`src/rtl/max_pkg.sv`:
```
// Shared types and compare helpers for the streaming max/argmax reducer.
// Candidate fields are sized for the widest supported configuration (WIDTH, IDX_W <= 32).
package max_pkg;

  localparam int CW = 32;
  localparam int CI = 32;

  typedef enum logic [1:0] {IDLE, ACC, HOLD} state_t;

  typedef struct packed {
    logic [CW-1:0] value;
    logic [CI-1:0] idx;
    logic          valid;
  } cand_t;

  function automatic logic [CW-1:0] key_of(input logic [CW-1:0] value,
                                           input logic          approx_en,
                                           input int unsigned   lsb);
    return approx_en ? (value >> lsb) : value;
  endfunction

  // True when a should replace b: strictly larger key, or equal key at an earlier index.
  function automatic logic better(input cand_t       a,
                                  input cand_t       b,
                                  input logic        approx_en,
                                  input int unsigned lsb);
    logic [CW-1:0] ka;
    logic [CW-1:0] kb;
    ka = key_of(a.value, approx_en, lsb);
    kb = key_of(b.value, approx_en, lsb);
    return a.valid && (!b.valid || (ka > kb) || ((ka == kb) && (a.idx < b.idx)));
  endfunction

endpackage

```
`src/rtl/max_lane_tree.sv`:
```
// Combinational binary reduction of one beat's lane candidates into the best candidate.
// Heap layout: leaves hold lanes in order, so the left child is always the lower lane.
module max_lane_tree
  import max_pkg::*;
#(
  parameter int          LANES      = 4,
  parameter int unsigned APPROX_LSB = 4
) (
  input  logic  approx_en,
  input  cand_t cands [LANES],
  output cand_t best
);

  cand_t node [2*LANES-1];

  always_comb begin
    for (int k = 0; k < LANES; k++) begin
      node[LANES-1+k] = cands[k];
    end
    for (int i = LANES - 2; i >= 0; i--) begin
      node[i] = better(node[2*i+2], node[2*i+1], approx_en, APPROX_LSB) ?
                node[2*i+2] : node[2*i+1];
    end
    best = node[0];
  end

endmodule

```
`src/rtl/max_stream_reduce.sv`:
```
// Streaming multi-lane running max/argmax with optional approximate compare.
// One result per frame: winning value, global index, kept-sample count, empty/overflow flags.
module max_stream_reduce
  import max_pkg::*;
#(
  parameter int          WIDTH      = 16,
  parameter int          LANES      = 4,
  parameter int          IDX_W      = 16,
  parameter int unsigned APPROX_LSB = 4
) (
  input  logic                   clk,
  input  logic                   rst_n,
  input  logic                   cfg_approx_en,
  input  logic                   in_valid,
  output logic                   in_ready,
  input  logic [LANES*WIDTH-1:0] in_data,
  input  logic [LANES-1:0]       in_keep,
  input  logic                   in_last,
  output logic                   out_valid,
  input  logic                   out_ready,
  output logic [WIDTH-1:0]       out_max,
  output logic [IDX_W-1:0]       out_idx,
  output logic [IDX_W-1:0]       out_count,
  output logic                   out_empty,
  output logic                   out_ovf
);

  localparam int unsigned     IDX_MAX    = (1 << IDX_W) - 1;
  localparam int unsigned     BEAT_MAX   = IDX_MAX / LANES;
  localparam logic [IDX_W:0]  BEAT_MAX_W = (IDX_W+1)'(BEAT_MAX);
  localparam logic [IDX_W:0]  BEAT_SAT   = (IDX_W+1)'(BEAT_MAX + 1);
  localparam logic [IDX_W:0]  BEAT_ONE   = (IDX_W+1)'(1);

  state_t state, state_nx;

  cand_t            acc;
  logic [IDX_W:0]   beat_cnt;
  logic [IDX_W-1:0] acc_cnt;
  logic             approx_q;
  logic             ovf_q;

  logic             accept;
  logic             first;
  logic             approx_eff;
  logic [IDX_W:0]   bn;
  logic             beat_ovf;
  logic [IDX_W-1:0] cur_beat;
  logic [31:0]      pop;
  logic [31:0]      cnt_sum;
  logic             cnt_ovf;
  logic [IDX_W-1:0] cnt_sat;
  logic             ovf_nx;
  cand_t            lanes [LANES];
  cand_t            beat_best;
  cand_t            merged;

  // Handshake: a beat moves on in_valid & in_ready, a result on out_valid & out_ready.
  // While a result is held, a new beat is taken only in the cycle that result is consumed.
  assign in_ready  = (state != HOLD) | out_ready;
  assign out_valid = (state == HOLD);
  assign accept    = in_valid & in_ready;

  always_comb begin
    first      = (state != ACC);
    approx_eff = first ? cfg_approx_en : approx_q;
    bn         = first ? '0 : beat_cnt;
    beat_ovf   = (bn > BEAT_MAX_W);
    cur_beat   = beat_ovf ? BEAT_MAX_W[IDX_W-1:0] : bn[IDX_W-1:0];
    pop        = '0;
    for (int k = 0; k < LANES; k++) begin
      lanes[k].value = CW'(in_data[k*WIDTH +: WIDTH]);
      lanes[k].idx   = CI'(IDX_W'(32'(cur_beat) * LANES + k));
      lanes[k].valid = in_keep[k];
      pop            = pop + 32'(in_keep[k]);
    end
  end

  max_lane_tree #(
    .LANES      (LANES),
    .APPROX_LSB (APPROX_LSB)
  ) u_tree (
    .approx_en (approx_eff),
    .cands     (lanes),
    .best      (beat_best)
  );

  always_comb begin
    if (first) begin
      merged = beat_best;
    end else begin
      merged = better(beat_best, acc, approx_eff, APPROX_LSB) ? beat_best : acc;
    end
    cnt_sum = (first ? 32'd0 : 32'(acc_cnt)) + pop;
    cnt_ovf = (cnt_sum > IDX_MAX);
    cnt_sat = cnt_ovf ? '1 : cnt_sum[IDX_W-1:0];
    ovf_nx  = (first ? 1'b0 : ovf_q) | beat_ovf | cnt_ovf;
  end

  always_comb begin
    state_nx = state;
    unique case (state)
      IDLE, ACC: begin
        if (accept) state_nx = in_last ? HOLD : ACC;
      end
      HOLD: begin
        if (accept)         state_nx = in_last ? HOLD : ACC;
        else if (out_ready) state_nx = IDLE;
      end
      default: state_nx = IDLE;
    endcase
  end

  always_ff @(posedge clk or negedge rst_n) begin
    if (!rst_n) begin
      state     <= IDLE;
      acc       <= '0;
      beat_cnt  <= '0;
      acc_cnt   <= '0;
      approx_q  <= 1'b0;
      ovf_q     <= 1'b0;
      out_max   <= '0;
      out_idx   <= '0;
      out_count <= '0;
      out_empty <= 1'b0;
      out_ovf   <= 1'b0;
    end else begin
      state <= state_nx;
      if (accept) begin
        acc      <= merged;
        acc_cnt  <= cnt_sat;
        approx_q <= approx_eff;
        ovf_q    <= ovf_nx;
        beat_cnt <= (bn == BEAT_SAT) ? bn : bn + BEAT_ONE;
        // Results live in their own registers so the next frame can load acc during HOLD.
        if (in_last) begin
          out_max   <= merged.valid ? merged.value[WIDTH-1:0] : '0;
          out_idx   <= merged.valid ? merged.idx[IDX_W-1:0] : '1;
          out_count <= cnt_sat;
          out_empty <= ~merged.valid;
          out_ovf   <= ovf_nx;
        end
      end
    end
  end

endmodule

```
`config.mk`:
```
export PLATFORM = sky130hd
export DESIGN_NAME = max_stream_reduce
export DESIGN_NICKNAME = d
export VERILOG_FILES = /design/src/rtl/max_pkg.sv /design/src/rtl/max_lane_tree.sv /design/src/rtl/max_stream_reduce.sv
export SDC_FILE = /design/constraint.sdc
export NUM_CORES = 1
export LEC_CHECK = 0
export CAP_MARGIN = 20
export CORE_MARGIN = 1
export CORE_UTILIZATION = 45
export CTS_CLUSTER_DIAMETER = 30
export DETAILED_ROUTE_END_ITERATION = 10
export HOLD_SLACK_MARGIN = 0.06
export PLACE_DENSITY = 0.67
export SYNTH_ARGS = -nofsm -noshare
export SYNTH_HDL_FRONTEND = slang
export SYNTH_HIERARCHICAL = 1
export SYNTH_SLANG_ARGS = --single-unit
```
`constraint.sdc`:
```
create_clock -name clk -period 10 [get_ports clk]
set_clock_uncertainty 0.2 [all_clocks]
set_input_delay 2.5 -clock clk [delete_from_list [all_inputs] [get_ports clk]]
set_output_delay 2.5 -clock clk [all_outputs]
set_load 0.05 [all_outputs]
```
==> results.sh, run 1 <==
export IMPL_switching_share_pct=42.38
export IMPL_hold_violations=0
export IMPL_crit_type="input port to register"
export IMPL_wire_per_inst_um=16.95
export IMPL_ff2ff_path_depth=41
export IMPL_finalWirelength_mm=53.99
export IMPL_synth_area_um2=17930
export IMPL_grt_usage_pct=26.13
export IMPL_p_clk_share_pct=17.6
export IMPL_worstMarginPinSlew_ps=1015
export IMPL_clock_latency_ps=440
export IMPL_final_layout_size_suffix_gt1_share_pct=23.95
export IMPL_ir_drop_mv=0.1538
export IMPL_clk_pin_slew_ps=80
export IMPL_arrival_ps=10640
export IMPL_port_buffers=125
export IMPL_clock_tree_root_cell="clkbuf_16"
export IMPL_yosys_cell_types_count=71
export IMPL_synth_edf_count=0
export IMPL_drt_iter0_drc=959
export IMPL_ys_flop_type="dfrtp_1"
export IMPL_grt_max_degree=80
export IMPL_cp_data_required_time_ps=10110
export IMPL_area_growth_syn_to_layout_pct=40.57
export IMPL_power_share_combinational_pct=59.6
export IMPL_finalSetupViolCount=96
export IMPL_relSlewSlack_pct=32.09
export IMPL_io_pins=126
export IMPL_power_total_w=0.003750
export IMPL_p_leak_nw=12.69
export IMPL_grt_first_pass_wirelength_mm=86.00
export IMPL_crit_path_end_kind="register"
export IMPL_intPower_w=0.002161
export IMPL_ys_seq_elements=152
export IMPL_core_um2=39010
export IMPL_die_y_um=201.6
export IMPL_crit_fanout=8
export IMPL_ys_warnings_count=6
export IMPL_vias=17050
export IMPL_viasPerCell=5.351
export IMPL_cp_slowest_stage_delay_ps=530
export IMPL_postCtsHoldBufs=0
export IMPL_clockBufferDepth=2
export IMPL_rows=72
export IMPL_ant_nets=0
export IMPL_place_ws_ps=-1585
export IMPL_finalCriticalPeriod_ps=10530
export IMPL_ctsHtreeMaxLevel=4
export IMPL_drt_pre_antenna_iters=7
export IMPL_hpwl_mm=40.47
export IMPL_hold_depth=2
export IMPL_synthArstFlopShare_pct=100.0
export IMPL_antennaDiodeCount=0
export IMPL_finalCritPeriodShare_pct=105.3
export IMPL_finalSetupTns_ps=-40850
export IMPL_post_route_util_pct=64.62
export IMPL_cp_common_cell="buf_6"
export IMPL_powerDensity_nw_per_um2=148.8
export IMPL_place_congestion=0.9375
export IMPL_nets=2987
export IMPL_p_seq_share_pct=22.8
export IMPL_cts_made_buffers=17
export IMPL_grt_pass1_vias=16900
export IMPL_die_area_um2=40650
export IMPL_crit_path_top_delay_cell="or4b_1"
export IMPL_die_x_um=201.6
export IMPL_hp_class="register to register"
export IMPL_finalWorstSetupSlack_ps=-527.1
export IMPL_status="finished with violations"
export IMPL_cts_tree="yes"
export IMPL_cts_sinks=152
export IMPL_synthCells=1964
export IMPL_rsz0062_at_grt="true"
export IMPL_violations="setup timing"
export IMPL_synth_avg_cell_area_um2=9.130
export IMPL_max_clock_freq_mhz=94.99
export IMPL_p_switching_w=0.001589
export IMPL_drv_slew=0
export IMPL_drcViolationCount=0
export IMPL_startpoint_type="input port"
export IMPL_ys_seq_area_share_pct=21.21
export IMPL_gr_total_overflow=0
export IMPL_start_util_pct=45.97
export IMPL_antenna_found_initial=0
export IMPL_max_cap_violations=0
[registers in the layout (all words and copies together), names as in the netlist, 2 cells and up]
signal	count
out_count	16
out_idx	16
acc_cnt	16
state	2
out_max	16
acc	65
beat_cnt	17
[cell usage after synthesis, drive strengths merged, types with 4 or more instances]
cell type	n	area [um^2]
a2111oi	7	73.82
a211oi	10	75.07
a21o	38	285.3
a21oi	113	565.5
a221oi	5	43.79
a31oi	28	175.2
and2	12	75.07
and3	14	87.58
and4	9	78.83
buf	37	252.7
clkbuf	65	244.0
dfrtp	152	3804
ha	255	3191
inv	142	533.0
mux2	178	2008
mux2i	304	3043
nand2	136	510.5
nand2b	19	118.9
nand3	45	225.2
nand3b	4	30.03
nand4	70	437.9
nor2	69	259.0
nor2b	18	112.6
nor3	10	50.05
nor4	10	68.81
o211ai	24	180.2
o21a	7	52.55
o21ai	61	305.3
o311a	4	40.04
o311ai	20	182.7
o31ai	20	163.9
or2	12	75.08
or3	4	25.02
xnor2	4	35.03
xor2	13	113.9
[power by group through the flow]
stage	Combinational, W	Sequential (W)	Clock (W)
2_1_floorplan	0.00115	0.000966	0
6_report	0.00223	0.000855	0.000661
5_1_grt	0.00241	0.000872	0.000692
3_5_place_dp	0.00181	0.000858	0
3_3_place_gp	0.00178	0.000853	0
4_1_cts	0.00201	0.000849	0.000669
[routing by layer]
layer	wire (um)	track usage, %	part of all wire, %	vias up
met1	23170	32.50	43	8133
met3	2134	2.462	4.0	94
met4	1763	9.145	3.3	0
li1	-	-	-	8384
met5	0	0	0	-
met2	26920	46.79	50	438
[cell type report]
cell class | count | area (um^2)
Timing Repair Buffer | 438 | 4146
Multi-Input combinational cell | 1904 | 15470
Clock inverter | 15 | 172.7
Clock buffer | 17 | 425.4
Tap cell | 518 | 648.1
Fill cell | 3180 | 13800
Sequential cell | 152 | 3804
Inverter | 142 | 540.5
[stage by stage]
step | cells | hold slack, ps | area [um^2]
2_1_floorplan | 2298 | 241.8 | 19620
3_3_place_gp | 3094 | 255.1 | 22920
3_5_place_dp | 3095 | 260.9 | 22950
4_1_cts | 3172 | 280.3 | 24650
5_1_grt | 3186 | 308.2 | 25210
6_report | 3186 | 274.3 | 25210
[kinds of logic after synthesis]
kind of cell	count (synthesis)	synth area share (%)
compound gates	371	13.56
fa+ha+maj	258	18.13
flops	152	21.21
xor+xnor	17	0.8303
buf+inv	244	5.742
mux	482	28.17
simple gates	438	12.32
other cells	2	0.04188
[placed cells by master (no fill, tap or decap), types with 17 or more instances in the layout]
cell	synthesis	routed
conb_1	2	336
mux2i_1	304	277
buf_4	0	264
ha_1	255	241
dfrtp_1	152	152
inv_1	142	141
nand2_1	136	134
clkdlybuf4s50_1	0	123
mux2_2	127	115
a21oi_1	113	108
nand4_1	70	70
nor2_1	69	68
mux2_4	1	63
o21ai_0	59	58
nand3_1	45	44
a21o_1	38	38
a31oi_1	28	27
o211ai_1	24	24
clkbuf_16	0	20
nand2b_1	19	19
nor2b_1	18	17
[worst max-delay path, delay by kind of cell]
family / cells / cell delay [ps]
simple gates: 12 / 2780
mux: 7 / 1440
buf+inv: 11 / 1520
compound gates: 8 / 1480
fa+ha+maj: 3 / 870
[final timing paths]
check                                   start      endpoint  slack [ps]
worst max-delay path            cfg_approx_en       acc[40]        -530
worst min-delay path             out_count[4]  out_count[4]         270
worst max register to register       state[1]       acc[40]        -110
worst min register to register   out_count[4]  out_count[4]         270
max in group asynchronous               rst_n    out_idx[5]        6450
min in group asynchronous               rst_n       acc[16]        1900
[what timing repair did]
| item | CTS | global route |
|---|---|---|
| resized for setup | 132 | 83 |
| setup endpoints to repair | 96 | 96 |
| buffers inserted | 36 | 17 |
| cloned | 10 | 3 |
| pin swaps | 16 | 15 |
(Power assumes the default switching activity.)
==> inputs of run 2 (changes only) <==
--- a/config.mk
+++ b/config.mk
@@ -12,6 +12,7 @@
 export DETAILED_ROUTE_END_ITERATION = 10
 export HOLD_SLACK_MARGIN = 0.06
 export PLACE_DENSITY = 0.67
+export SLEW_MARGIN = 20
 export SYNTH_ARGS = -nofsm -noshare
 export SYNTH_HDL_FRONTEND = slang
 export SYNTH_HIERARCHICAL = 1
==> results.sh, run 2 (same netlist as run 1, synthesis figures left out) <==
export IMPL_grt_first_pass_wirelength_mm=85.54
export IMPL_viasPerCell=5.337
export IMPL_gr_total_overflow=0
export IMPL_p_leak_nw=12.43
export IMPL_largest_register_ff_count=65
export IMPL_finalSetupTns_ps=-34110
export IMPL_placedInstanceArea_um2=22920
export IMPL_cp_slowest_stage_delay_ps=410
export IMPL_powerDensity_nw_per_um2=145.8
export IMPL_finalWorstSetupSlack_ps=-447.6
export IMPL_crit_path_top_delay_cell="o311a_4"
export IMPL_cp_data_required_time_ps=10120
export IMPL_antenna_found_initial=1
export IMPL_finalCriticalPeriod_ps=10450
export IMPL_top_regs="acc: 65 flops, beat_cnt: 17 flops"
export IMPL_ff2ff_path_depth=41
export IMPL_arrival_ps=10570
export IMPL_nets=2966
export IMPL_crit_fanout=15
export IMPL_antennaDiodeCount=0
export IMPL_die_area_um2=40650
export IMPL_max_clock_freq_mhz=95.72
export IMPL_status="finished with violations"
export IMPL_finalCritPeriodShare_pct=104.5
export IMPL_cts_made_buffers=17
export IMPL_drt_iter0_drc=959
export IMPL_final_cell_mix="336 x conb_1, 264 x mux2i_1, 255 x buf_4"
export IMPL_hp_class="register to register"
export IMPL_port_buffers=125
export IMPL_io_pins=126
export IMPL_grt_max_degree=80
export IMPL_ir_drop_mv=0.1148
export IMPL_rsz0062_at_grt="true"
export IMPL_final_layout_size_suffix_gt1_share_pct=23.08
export IMPL_clk_pin_slew_ps=80
export IMPL_die_x_um=201.6
export IMPL_rrSetupSlack_ps=-90
export IMPL_postCtsHoldBufs=0
export IMPL_post_route_util_pct=63.85
export IMPL_final_cell_area_um2=24910
export IMPL_cts_tree="yes"
export IMPL_place_ws_ps=-1510
export IMPL_drt_pre_antenna_iters=5
export IMPL_regToRegEndpoint="acc[22]"
export IMPL_grt_usage_pct=25.98
export IMPL_max_cap_violations=0
export IMPL_crit_path_end_kind="register"
export IMPL_ctsHtreeMaxLevel=4
export IMPL_finalWirelength_mm=53.29
export IMPL_hold_path_end="out_count[4]"
export IMPL_ant_nets=0
export IMPL_grt_pass1_vias=16880
export IMPL_die_y_um=201.6
export IMPL_hold_depth=2
export IMPL_hp_start="out_count[4]"
export IMPL_vias=16890
export IMPL_startpoint_type="input port"
export IMPL_place_congestion=0.9375
export IMPL_clock_tree_root_cell="clkbuf_16"
export IMPL_finalSetupViolCount=96
export IMPL_multiInputGateArea_um2=15450
export IMPL_wire_per_inst_um=16.84
export IMPL_crit_type="input port to register"
export IMPL_drcViolationCount=0
export IMPL_start_util_pct=45.97
export IMPL_top_register="acc"
export IMPL_violations="setup timing"
export IMPL_relSlewSlack_pct=32.13
export IMPL_clock_latency_ps=440
export IMPL_core_um2=39010
export IMPL_cpLargestDelayFamily="simple AND/OR/NAND/NOR gates"
export IMPL_area_growth_syn_to_layout_pct=38.90
export IMPL_hold_violations=0
export IMPL_worstMarginPinSlew_ps=1014
export IMPL_r2r_start="state[1]"
export IMPL_cts_sinks=152
export IMPL_crit_buf_inv=10
export IMPL_hpwl_mm=40.17
export IMPL_rows=72
export IMPL_register_area_um2=3804
export IMPL_clockBufferDepth=2
export IMPL_fillerInstances=3242
export IMPL_layout_commonest_cell="conb_1"
export IMPL_drv_slew=0
export IMPL_holdWs_ps=269.3
==> run 2: report_power, final <==
part	switching [W]	total, W	internal (W)
clock network	0.000323	0.000662	0.000339
registers	0.000105	0.000851	0.000745
logic	0.00111	0.00212	0.00101
total	0.00154	0.00363	0.00210
==> run 2: worst max path at each step <==
stage | slack [ps] | from | cells past startpoint | to
after floorplan | -520 | cfg_approx_en | 40 | acc[6]
after global placement | -1500 | cfg_approx_en | 35 | acc[19]
after detailed placement | -1510 | cfg_approx_en | 36 | acc[17]
after CTS | -370 | cfg_approx_en | 39 | acc[18]
after global routing | -700 | cfg_approx_en | 40 | acc[30]
final | -450 | cfg_approx_en | 40 | acc[22]
==> run 2: cell type report <==
| cell class | instances | share of cell area (%) |
|---|---|---|
| tap | 518 | 2.602 |
| timing repair buffer | 418 | 15.51 |
| sequential | 152 | 15.27 |
| multi-input combinational | 1903 | 62.04 |
| inverter | 142 | 2.170 |
| clock inverter | 15 | 0.7033 |
| clock buffer | 17 | 1.708 |
==> run 2: layer usage <==
layer  vias up  share of wire (%)  global-route usage (%)
li1       8337                  -                       -
met5         -              0.034                       0
met1      8075                 43                   32.44
met4         2                2.6                   7.819
met3        78                4.2                   2.980
met2       400                 50                   46.58
==> run 2: tightest hold or removal path: stages, from the launching register on <==
cell and delay (ps):
dfrtp_1 340, nand2_1 50, nand2_1 50
==> run 2: what timing repair did <==
action,4_1_cts,5_1_grt
gates cloned,6,3
resized for setup,114,67
setup endpoints to repair,96,96
buffers inserted,28,5
pin swaps,32,30
==> run 2: per-stage QoR <==
| stage | total power, W | std cells |
|---|---|---|
| floorplan | 0.002115 | 2298 |
| global placement | 0.002636 | 3094 |
| detailed placement | 0.002663 | 3094 |
| CTS | 0.003475 | 3157 |
| global route | 0.003869 | 3165 |
| finish | 0.003633 | 3165 |
==> inputs of run 3 (changes only) <==
==> constraint.sdc (replaced) <==
create_clock -name clk -period 10 [get_ports clk]
set_clock_uncertainty 0.2 [all_clocks]
set_input_delay 1.5 -clock clk [delete_from_list [all_inputs] [get_ports clk]]
set_output_delay 1.5 -clock clk [all_outputs]
set_load 0.05 [all_outputs]
==> results.sh, run 3 (same netlist as run 1, synthesis figures left out) <==
export IMPL_final_layout_size_suffix_gt1_share_pct=17.94
export IMPL_grt_max_degree=81
export IMPL_grt_usage_pct=25.32
export IMPL_core_um2=39010
export IMPL_hpwl_mm=40.41
export IMPL_die_x_um=201.6
export IMPL_grt_pass1_vias=16540
export IMPL_ff2ff_path_depth=43
export IMPL_r2r_start="state[1]"
export IMPL_vias=16580
export IMPL_arrival_ps=9880
export IMPL_cts_sinks=152
export IMPL_finalCritPeriodShare_pct=97.60
export IMPL_port_buffers=125
export IMPL_status="complete, no violations"
export IMPL_grt_first_pass_wirelength_mm=83.12
export IMPL_finalWirelength_mm=51.55
export IMPL_powerDensity_nw_per_um2=149.2
export IMPL_drt_pre_antenna_iters=5
export IMPL_gr_total_overflow=0
export IMPL_viasPerCell=5.330
export IMPL_cts_made_buffers=17
export IMPL_largest_register_ff_count=65
export IMPL_drcViolationCount=0
export IMPL_cp_common_cell="buf_4"
export IMPL_crit_type="input port to register"
export IMPL_p_seq_share_pct=24.0
export IMPL_clock_tree_root_cell="clkbuf_16"
export IMPL_clock_latency_ps=460
export IMPL_hold_violations=0
export IMPL_rrSetupSlack_ps=290
export IMPL_die_area_um2=40650
export IMPL_start_util_pct=45.97
export IMPL_finalCriticalPeriod_ps=9760
export IMPL_relSlewSlack_pct=26.15
export IMPL_clk_pin_slew_ps=70
export IMPL_crit_path_top_delay_cell="or4b_1"
export IMPL_rows=72
export IMPL_ir_drop_mv=0.1001
export IMPL_cp_slowest_stage_delay_ps=510
export IMPL_setup_worst_path_end="acc[61]"
export IMPL_nets=2911
export IMPL_startpoint_type="input port"
export IMPL_hp_class="register to register"
export IMPL_die_y_um=201.6
export IMPL_drv_slew=0
export IMPL_antenna_found_initial=1
export IMPL_io_pins=126
export IMPL_area_growth_syn_to_layout_pct=31.54
export IMPL_worstMarginPinSlew_ps=1104
export IMPL_finalWorstSetupSlack_ps=240.3
export IMPL_finalSetupViolCount=0
export IMPL_switching_share_pct=40.37
export IMPL_regToRegEndpoint="acc[61]"
export IMPL_max_cap_violations=0
export IMPL_clockBufferDepth=2
export IMPL_place_congestion=1.016
export IMPL_place_ws_ps=-588.4
export IMPL_max_clock_freq_mhz=102.5
export IMPL_intPower_w=0.002098
export IMPL_startpoint="cfg_approx_en"
export IMPL_crit_fanout=18
export IMPL_ctsHtreeMaxLevel=4
export IMPL_top_register="acc"
export IMPL_crit_path_end_kind="register"
export IMPL_power_share_combinational_pct=54.6
export IMPL_wire_per_inst_um=16.57
export IMPL_final_cell_mix="336 x conb_1, 279 x mux2i_1, 254 x ha_1"
export IMPL_p_clk_share_pct=21.4
export IMPL_finalSetupTns_ps=0
export IMPL_ant_nets=0
export IMPL_top_regs="acc: 65 flops, beat_cnt: 17 flops"
export IMPL_cp_data_required_time_ps=10120
export IMPL_cts_tree="yes"
export IMPL_p_leak_nw=11.92
export IMPL_postCtsHoldBufs=0
export IMPL_p_switching_w=0.001420
export IMPL_layout_commonest_cell="conb_1"
export IMPL_drt_iter0_drc=822
## run 3: cell types whose count changed in the layout (fill, tap and decap cells not counted), moves of 12 or more
cell / change
o311ai_1: -12
buf_4: -35
mux2i_1: +15
mux2_2: +13
mux2_1: +36
ha_1: +26
mux2i_4: -13
ha_4: -27
o311ai_0: +12
mux2_4: -49
## run 3: worst min path at each step
| stage | start | end | cells after the start |
|---|---|---|---|
| 6_report | ovf_q | ovf_q | 2 |
| 5_1_grt | out_count[14] | out_count[14] | 1 |
| 4_1_cts | ovf_q | ovf_q | 2 |
| 3_5_place_dp | ovf_q | ovf_q | 2 |
| 3_3_place_gp | ovf_q | ovf_q | 2 |
| 2_1_floorplan | acc_cnt[1] | acc_cnt[1] | 2 |
## run 3: power by group through the flow
| stage | clock, W | sequential, W | combinational, W |
|---|---|---|---|
| finish | 0.000752 | 0.000846 | 0.00192 |
| global route | 0.000787 | 0.000864 | 0.00210 |
| CTS | 0.000760 | 0.000846 | 0.00177 |
| detailed placement | 0 | 0.000856 | 0.00172 |
| global placement | 0 | 0.000850 | 0.00169 |
| floorplan | 0 | 0.000965 | 0.00109 |
## run 3: stage by stage
stage	instances	instance area (um^2)	hold WS [ps]	power, W	utilization, %
6_report	3111	23590	279.0	0.003519	60.47
5_1_grt	3111	23590	287.2	0.003747	60.47
4_1_cts	3095	23250	280.3	0.003379	59.59
3_5_place_dp	3050	22340	263.3	0.002581	57.27
3_3_place_gp	3050	22340	254.7	0.002537	57.27
2_1_floorplan	2298	19250	241.8	0.002058	-
## run 3: final cells by class
cell class,count,area [um^2]
Timing Repair Buffer,362,3197
Clock buffer,18,429.2
Timing Repair inverter,1,6.256
Multi-Input combinational cell,1903,14710
Clock inverter,14,245.2
Fill cell,3388,15420
Sequential cell,152,3804
Tap cell,518,648.1
Inverter,142,549.3
Antenna cell,1,2.502
## run 3: critical path: cells and delay by family
family	cells	cell delay [ps]
AOI/OAI and AO/OA	8	1600
and+or+nand+nor	12	2680
muxes	7	1540
adders and majority gates	3	910
buffers and inverters	10	1590
## run 3: timing repair
action	in CTS	in global routing
buffers inserted	11	15
pin swaps	9	18
endpoints found under the setup margin	96	96
gates resized for setup	20	44
cloned	3	1
## run 3: metal layers
metal | up-vias | routed length, um | global-route usage (%)
met1 | 7886 | 23000 | 31.82
met4 | 0 | 1766 | 9.767
li1 | 8227 | - | -
met3 | 92 | 2079 | 3.158
met2 | 378 | 24710 | 43.95
met5 | - | 0 | 0
